--- src/rtl/alu_branch_sequencer.sv ---
// ALU request sequencer: drives the external ALU, captures result/flags, resolves branches.
// Optional: define ALU_BRANCH_SEQ_SLT_EN to support set-less-than (kind 10).
module alu_branch_sequencer #(
  parameter int ALU_LAT = 0
) (
  input  logic        clk,
  input  logic        rst,
  input  logic        req_valid,
  output logic        req_ready,
  input  logic [1:0]  req_kind,
  input  logic [2:0]  req_funct3,
  input  logic [31:0] req_a,
  input  logic [31:0] req_b,
  output logic [31:0] alu_a,
  output logic [31:0] alu_b,
  output logic [2:0]  alu_sel,
  input  logic [31:0] alu_result,
  input  logic        alu_cf,
  input  logic        alu_zf,
  input  logic        alu_sf,
  output logic        resp_valid,
  input  logic        resp_ready,
  output logic [31:0] resp_result,
  output logic        resp_taken,
  output logic        resp_err,
  output logic [2:0]  resp_flags
);

  typedef enum logic [1:0] {
    IDLE,
    WAIT,
    RESP
  } state_t;

  localparam logic [2:0] LAT3 = 3'(ALU_LAT);

  state_t      state;
  state_t      state_nx;
  logic [2:0]  cnt;
  logic [1:0]  kind_q;
  logic [2:0]  f3_q;
  logic        accept;
  logic        capture;
  logic [2:0]  sel_nx;
  logic        ovf;
  logic        lt;
  logic [31:0] res_nx;
  logic        tk_nx;
  logic        err_nx;

  assign req_ready  = (state == IDLE) && !rst;
  assign resp_valid = (state == RESP);

  always_ff @(posedge clk) begin
    if (rst) state <= IDLE;
    else     state <= state_nx;
  end

  always_comb begin
    state_nx = state;
    accept   = 1'b0;
    capture  = 1'b0;
    unique case (state)
      IDLE: begin
        if (req_valid && req_ready) begin
          accept   = 1'b1;
          state_nx = WAIT;
        end
      end
      WAIT: begin
        if (cnt == 3'd0) begin
          capture  = 1'b1;
          state_nx = RESP;
        end
      end
      RESP: begin
        if (resp_ready) state_nx = IDLE;
      end
      default: state_nx = IDLE;
    endcase
  end

  always_comb begin
    sel_nx = 3'b000;
    unique case (req_kind)
      2'b00:   sel_nx = req_funct3;
      2'b01,
      2'b10:   sel_nx = 3'b010;
      default: sel_nx = 3'b000;
    endcase
  end

  // Signed less-than from subtract flags; V from the held operands
  assign ovf = (alu_a[31] ^ alu_b[31]) & (alu_result[31] ^ alu_a[31]);
  assign lt  = alu_sf ^ ovf;

  always_comb begin
    res_nx = '0;
    tk_nx  = 1'b0;
    err_nx = 1'b0;
    unique case (kind_q)
      2'b00: begin
        res_nx = alu_result;
        err_nx = (f3_q == 3'b011);
      end
      2'b01: begin
        res_nx = alu_result;
        unique case (f3_q)
          3'b000:  tk_nx = alu_zf;
          3'b001:  tk_nx = !alu_zf;
          3'b100:  tk_nx = lt;
          3'b101:  tk_nx = !lt;
          3'b110:  tk_nx = alu_cf;
          3'b111:  tk_nx = !alu_cf;
          default: err_nx = 1'b1;
        endcase
      end
`ifdef ALU_BRANCH_SEQ_SLT_EN
      2'b10: begin
        unique case (f3_q)
          3'b010:  res_nx = {31'b0, lt};
          3'b011:  res_nx = {31'b0, alu_cf};
          default: err_nx = 1'b1;
        endcase
      end
`endif
      default: err_nx = 1'b1;
    endcase
  end

  always_ff @(posedge clk) begin
    if (rst) begin
      alu_a       <= '0;
      alu_b       <= '0;
      alu_sel     <= '0;
      kind_q      <= '0;
      f3_q        <= '0;
      cnt         <= '0;
      resp_result <= '0;
      resp_taken  <= 1'b0;
      resp_err    <= 1'b0;
      resp_flags  <= '0;
    end else begin
      if (accept) begin
        alu_a   <= req_a;
        alu_b   <= req_b;
        alu_sel <= sel_nx;
        kind_q  <= req_kind;
        f3_q    <= req_funct3;
        cnt     <= LAT3;
      end else if (state == WAIT && cnt != 3'd0) begin
        cnt <= cnt - 3'd1;
      end
      if (capture) begin
        resp_result <= res_nx;
        resp_taken  <= tk_nx;
        resp_err    <= err_nx;
        resp_flags  <= {alu_cf, alu_zf, alu_sf};
      end
    end
  end

endmodule
--- config.mk ---
export PLATFORM = sky130hd
export DESIGN_NAME = alu_branch_sequencer
export DESIGN_NICKNAME = d
export VERILOG_FILES = /design/src/rtl/alu_branch_sequencer.sv
export SDC_FILE = /design/constraint.sdc
export NUM_CORES = 1
export LEC_CHECK = 0
export BUFFER_PORTS_ARGS = -buffer_cell sky130_fd_sc_hd__clkbuf_2
export CAP_MARGIN = 20
export CORE_MARGIN = 4
export CORE_UTILIZATION = 49
export DETAILED_ROUTE_END_ITERATION = 12
export PLACE_DENSITY = 0.86
export RECOVER_POWER = 25
export SLEW_MARGIN = 20
export SYNTH_ARGS = -nofsm -noshare
export SYNTH_HDL_FRONTEND = slang
export SYNTH_SLANG_ARGS = --single-unit
--- constraint.sdc ---
create_clock -name clk -period 3.45 [get_ports clk]
set_input_delay 0.69 -clock clk [delete_from_list [all_inputs] [get_ports clk]]
set_output_delay 0.69 -clock clk [all_outputs]
set_load 0.02 [all_outputs]
==> reports/metrics.csv, run 1 <==
metric,value,unit
status,"complete, no violations",
crit_required,3.80,ns
rr_startpoint,state[1],
grt_max_degree,64,
grt_usage,22.6,%
peakVddDrop,0.372,mV
path_common_cell,clkbuf_2,
start_util,50.9,%
antenna_found_initial,0,
nNetsFinal,832,
clock_latency,0.50,ns
period_minus_slack,2.54,ns
clock_sinks,114,
fin_tns_setup,0,ns
finalClockSkew,0.0164,ns
leakage,2.53,nW
grt_pass1_vias,4042,
startpoint,rst,
post-route-period-util,73.8,%
slew_headroom,18.2,%
fmax,393,MHz
cp_cell_sequence,clkbuf_2 > clkbuf_2 > nand3b_1 > o31ai_1,
cts.hold.buffers_added,0,
num_vias,4189,
crit_buf_inv,2,
synth_area,4220,µm²
drive_gt1_share,30.2,%
ios,214,
place.gp.congestion,0.783,
fin_util,69.9,%
antenna_left,0,
areaGrowthSynthToFinish,37.4,%
core,8300,µm²
ys_seq_area_share,54.1,%
avgSynthCellArea,8.08,µm²
synth_top_area_share,54.1,%
final-hold-violation-count,0,
wl,11600,µm
cts_tree,yes,
viasPerCell,5.00,
dieArea,10200,µm²
postCtsSetupRepairBufs,0,
yosys-top-cells-area,"dfxtp_1 (54%), nand2_1 (16%), a21oi_1 (12%)",
clk_pin_slew,0.06,ns
slew_viol_final,0,
critPathTopFamily,buffers and inverters,
yosys.area.top_type,dfxtp_1,
ys_types,32,
crit_slowest_cell,clkbuf_2,
path_class,in -> reg,
drt-pass1-iter-count,4,
synthFlopType,dfxtp_1,
powerDensity,607,nW/µm²
die_h,101,µm
min_path_type,in -> reg,
synth_nets,634,
post_cts_resize_count,0,
slowest_delay,1.04,ns
synth_enable_flop_cells,0,
htreeDepth,4,
syn-instance-count,522,
wl_per_cell,13.9,µm
crit_path_end_kind,register,
yosysWarnings,0,
io_buffers,213,
cts_inserted_buffers,17,
die_w,101,µm
worstPathArrival,2.89,ns
synth_seq_cells,114,
grt_pass1_wl,18400,µm
start_kind,input pin,
clockBufferDepth,2,
cp_max_fo,63,
rows,33,
tightestPinTransition,1.23,ns
rsz0062_at_grt,false,
async_reset_ff_share,0,%
cts_root_buf,clkbuf_8,
min_from,req_a[14],
grt-ovfl-total,0,
num_antenna_cells,0,
finalSetupViolations,0,
drv_cap,0,
hpwl,8380,µm
drc_errors,0,
drtIter0Drc,118,
## flip-flops by register name, indices dropped and copies added (netlist names)
register,flops
alu_b,32
resp_result,32
kind_q,2
resp_err,1
cnt,3
alu_a,32
f3_q,3
resp_flags,3
alu_sel,3
state,2
resp_taken,1
## where the power goes
part,switching (mW),internal (mW)
sequential,0.0398,1.39
clock,0.575,1.13
combinational,0.252,0.140
## through the flow
step	setup slack, ns	cells	power [mW]	instance area [µm²]	hold WS (ns)
2_1_floorplan	1.63	522	1.70	4220	0.447
4_1_cts	1.33	837	3.55	5840	0.391
6_report	0.905	837	3.52	5800	0.404
5_1_grt	0.706	837	3.66	5800	0.396
3_5_place_dp	1.17	806	1.85	5260	0.446
3_3_place_gp	1.27	806	1.84	5260	0.439
## worst reg2reg max path: stages (launching register included)
cell,delay (ns)
dfxtp_1,0.35
nor3_4,0.21
nand2_1,0.60
buf_12,0.43
nand2_1,0.10
a21oi_1,0.06
## layer usage
layer	part of all wire (%)	GRT usage, %	vias to the layer above	routed length, µm
li1	-	-	2114	-
met2	47	37.0	168	5460
met3	10	8.79	28	1160
met1	41	25.9	1879	4710
met5	0	0	-	0
met4	2.6	10.4	0	298
## layout make-up
type / instances / area [µm²]
Timing Repair Buffer: 218 / 1080
Sequential cell: 114 / 2280
Clock buffer: 21 / 449
Multi-Input combinational cell: 361 / 1700
Tap cell: 105 / 131
Inverter: 8 / 30.0
Fill cell: 679 / 2500
Clock inverter: 10 / 134
## path summary, 6_finish.rpt
path | to | slack [ns] | cells past startpoint
setup / recovery | alu_sel[1] | 0.91 | 4
hold / removal | alu_a[14] | 0.40 | 3
setup reg to reg | alu_a[0] | 1.52 | 5
hold reg to reg | resp_result[1] | 0.45 | 2
## kinds of logic (layout without fill, tap and decap cells)
kind of cell / after synthesis / count (layout) / synth area share, %
mux: 1 / 1 / 0.237
compound gates: 116 / 116 / 14.5
fa+ha+maj: 4 / 4 / 1.19
simple gates: 238 / 238 / 23.8
xor+xnor: 2 / 2 / 0.415
flops: 114 / 114 / 54.1
buf+inv: 47 / 257 / 5.81
## cells in the mapped netlist (all sizes together) (3+ instances only)
cell and n:
a21oi 104, buf 20, clkbuf 19, dfxtp 114
ha 4, inv 8, nand2 179, nand3 35
nand3b 6, nor2 6, nor3 3, o31ai 4
## layout by cell type (no fill, tap or decap), drive strengths merged, types with 3 or more instances in the layout
cell type,instances
a21oi,104
buf,4
bufinv,3
clkbuf,235
clkinv,5
dfxtp,114
ha,4
inv,8
nand2,179
nand3,35
nand3b,6
nor2,6
nor3,3
o31ai,4
Power figures use the tool's default switching activity.
==> run 2: changes to the inputs <==
--- a/config.mk
+++ b/config.mk
@@ -5,12 +5,13 @@
 export SDC_FILE = /design/constraint.sdc
 export NUM_CORES = 1
 export LEC_CHECK = 0
+export ABC_AREA = 1
 export BUFFER_PORTS_ARGS = -buffer_cell sky130_fd_sc_hd__clkbuf_2
 export CAP_MARGIN = 20
 export CORE_MARGIN = 4
-export CORE_UTILIZATION = 49
+export CORE_UTILIZATION = 45
 export DETAILED_ROUTE_END_ITERATION = 12
-export PLACE_DENSITY = 0.86
+export PLACE_DENSITY = 0.81
 export RECOVER_POWER = 25
 export SLEW_MARGIN = 20
 export SYNTH_ARGS = -nofsm -noshare
==> constraint.sdc (replaced) <==
create_clock -name clk -period 2.4 [get_ports clk]
set_input_delay 0.48 -clock clk [delete_from_list [all_inputs] [get_ports clk]]
set_output_delay 0.48 -clock clk [all_outputs]
set_load 0.02 [all_outputs]
==> reports/metrics.csv, run 2 <==
metric,value,unit,change
grt-ovfl-total,0,,unchanged
ios,214,,unchanged
antenna_left,0,,unchanged
synth_top_area_share,55.3,%,was 54.1%
path_common_cell,nand2_1,,was clkbuf_2
yosys-top-cells-area,"dfxtp_1 (55%), nand2_1 (13%), a21oi_1 (9.0%)",,"was dfxtp_1 (54%), nand2_1 (16%), a21oi_1 (12%)"
tightestPinTransition,0.838,ns,was 1.23 ns
post-route-period-util,75.7,%,
wl_per_cell,13.6,µm,was 13.9 µm
mostFrequentLayoutCells,"clkbuf_2 (213), nand2_1 (146), dfxtp_1 (114), a21oi_1 (74), nor2_1 (47)",,"was clkbuf_2 (184), nand2_1 (178), dfxtp_1 (114), a21oi_1 (104), nand3_1 (35)"
cts_inserted_buffers,17,,unchanged
crit_slowest_cell,clkbuf_2,,unchanged
place.gp.congestion,0.834,,was 0.783
grt_max_degree,78,,was 64
grt_pass1_wl,18600,µm,was 18400 µm
start_kind,register,,was input pin
synth_nets,615,,was 634
leakage,2.73,nW,was 2.53 nW
slew_headroom,44.1,%,was 18.2%
rr_startpoint,state[0],,was state[1]
rr_endpoint,f3_q[1],,was alu_a[0]
period_minus_slack,1.82,ns,
cts_root_buf,clkbuf_8,,unchanged
reg_top3,"alu_a (32), alu_b (32), resp_result (32)",,unchanged
drt-pass1-iter-count,4,,unchanged
yosys.area.top_type,dfxtp_1,,unchanged
hpwl,8080,µm,was 8380 µm
grt_pass1_vias,4064,,was 4042
final-hold-violation-count,0,,unchanged
power,5.20,mW,was 3.52 mW
instances_no_fill,829,,was 837
io_buffers,213,,unchanged
clk_pin_slew,0.06,ns,about the same
rsz0062_at_grt,false,,unchanged
peakVddDrop,0.561,mV,was 0.372 mV
yosysWarnings,0,,unchanged
num_vias,4056,,was 4189
yosys-top-cells-count,"nand2_1 (145), dfxtp_1 (114), a21oi_1 (74)",,"was nand2_1 (179), dfxtp_1 (114), a21oi_1 (104)"
cp_max_fo,44,,was 63
clock_latency,0.50,ns,about the same
wl,11300,µm,was 11600 µm
cp_cell_sequence,nor3_4 > nand2_1 > clkbuf_2 > nand2_1 > o21ai_0,,was clkbuf_2 > clkbuf_2 > nand3b_1 > o31ai_1
crit_path_end_kind,register,,unchanged
path_class,reg -> reg,,was in -> reg
finalClockSkew,0.00771,ns,was 0.0164 ns
dieArea,10800,µm²,was 10200 µm²
cts_tree,yes,,unchanged
synth_area,4130,µm²,was 4220 µm²
die_w,104,µm,was 101 µm
htreeDepth,4,,unchanged
rows,34,,was 33
num_antenna_cells,0,,unchanged
finalSetupViolations,0,,unchanged
fin_tns_setup,0,ns,unchanged
postCtsSetupRepairBufs,0,,unchanged
synth_enable_flop_cells,0,,unchanged
setup.worst_path.end,f3_q[1],,was alu_sel[1]
nNetsFinal,820,,was 832
post_cts_resize_count,0,,unchanged
areaGrowthSynthToFinish,40.7,%,was 37.4%
crit_required,2.83,ns,was 3.80 ns
avgSynthCellArea,8.21,µm²,was 8.08 µm²
start_util,46.9,%,was 50.9%
ys_seq_area_share,55.3,%,was 54.1%
final_common_cell,clkbuf_2,,unchanged
synth_most_common_cell,nand2_1,,unchanged
async_reset_ff_share,0,%,unchanged
antenna_found_initial,0,,unchanged
core,8810,µm²,was 8300 µm²
placed_cells,797,,was 806
clockBufferDepth,2,,unchanged
min_path_type,in -> reg,,unchanged
viasPerCell,4.89,,was 5.00
drc_errors,0,,unchanged
ys_types,25,,was 32
drive_gt1_share,35.4,%,was 30.2%
slew_viol_final,0,,unchanged
status,"complete, no violations",,unchanged
powerDensity,895,nW/µm²,was 607 nW/µm²
die_h,104,µm,was 101 µm
synth_seq_cells,114,,unchanged
cts.hold.buffers_added,0,,unchanged
rr_worst_depth,5,,unchanged
drv_cap,0,,unchanged
slowest_delay,0.66,ns,was 1.04 ns
synthFlopType,dfxtp_1,,unchanged
grt_usage,20.8,%,was 22.6%
syn-instance-count,503,,was 522
clock_sinks,114,,unchanged
startpoint,state[0],,was rst
worstPathArrival,2.25,ns,was 2.89 ns
drtIter0Drc,201,,was 118
fmax,550,MHz,
rrSetupSlack,0.58,ns,was 1.52 ns
## run 2: power breakdown
| group | internal (mW) | switching, mW | leakage [nW] |
|---|---|---|---|
| Combinational | 0.216 | 0.370 | 1.50 |
| Sequential | 2.00 | 0.0599 | 0.929 |
| Clock | 1.65 | 0.903 | 0.304 |
## run 2: worst min-delay path by stage
| stage | from | end | slack (ns) | cells past startpoint |
|---|---|---|---|---|
| 2_1_floorplan | kind_q[0] | kind_q[0] | 0.44 | 2 |
| 3_3_place_gp | cnt[0] | cnt[0] | 0.45 | 2 |
| 3_5_place_dp | cnt[0] | cnt[0] | 0.45 | 2 |
| 4_1_cts | req_a[25] | alu_a[25] | 0.18 | 3 |
| 5_1_grt | req_b[8] | alu_b[8] | 0.19 | 3 |
| 6_report | req_a[25] | alu_a[25] | 0.21 | 3 |
## run 2: layout make-up
cell class,instances,area (µm²)
fillers,730,3000
flip-flops and latches,114,2280
clock inverters,13,174
multi-input cells,332,1560
well taps,108,135
clock buffers,19,442
inverters,23,86.3
repair buffers,220,1130
## run 2: per-stage QoR
| stage | hold slack (ns) | cell area, µm² | utilization (%) | setup WS (ns) |
|---|---|---|---|---|
| after floorplan | 0.437 | 4130 | - | 0.773 |
| after global placement | 0.451 | 5200 | 59.1 | 0.804 |
| after detailed placement | 0.452 | 5200 | 59.1 | 0.718 |
| after CTS | 0.176 | 5820 | 66.1 | 0.541 |
| after global routing | 0.187 | 5810 | 66.0 | 0.308 |
| final | 0.206 | 5810 | 66.0 | 0.582 |
## run 2: worst max-delay path: cells and delay by family, from the launching register on
| kind | cells | cell delay (ns) |
|---|---|---|
| AO/OA/AOI/OAI | 1 | 0.22 |
| AND/OR/NAND/NOR | 3 | 0.45 |
| flip-flops | 1 | 0.41 |
| buffers and inverters | 1 | 0.66 |
## run 2: routing by layer
metal	track usage, %	vias up	part of all wire, %
li1	-	2067	-
met1	24.0	1778	43
met2	35.0	198	46
met3	8.83	13	9.3
met4	6.36	0	1.1
met5	0	-	0
## run 2: cell families after synthesis
family                   synth area share [%]
AND/OR/NAND/NOR                          19.2
flip-flops                               55.3
XOR/XNOR                                0.212
buffers and inverters                    6.70
adder cells (fa/ha/maj)                  1.21
AO/OA/AOI/OAI                            17.5
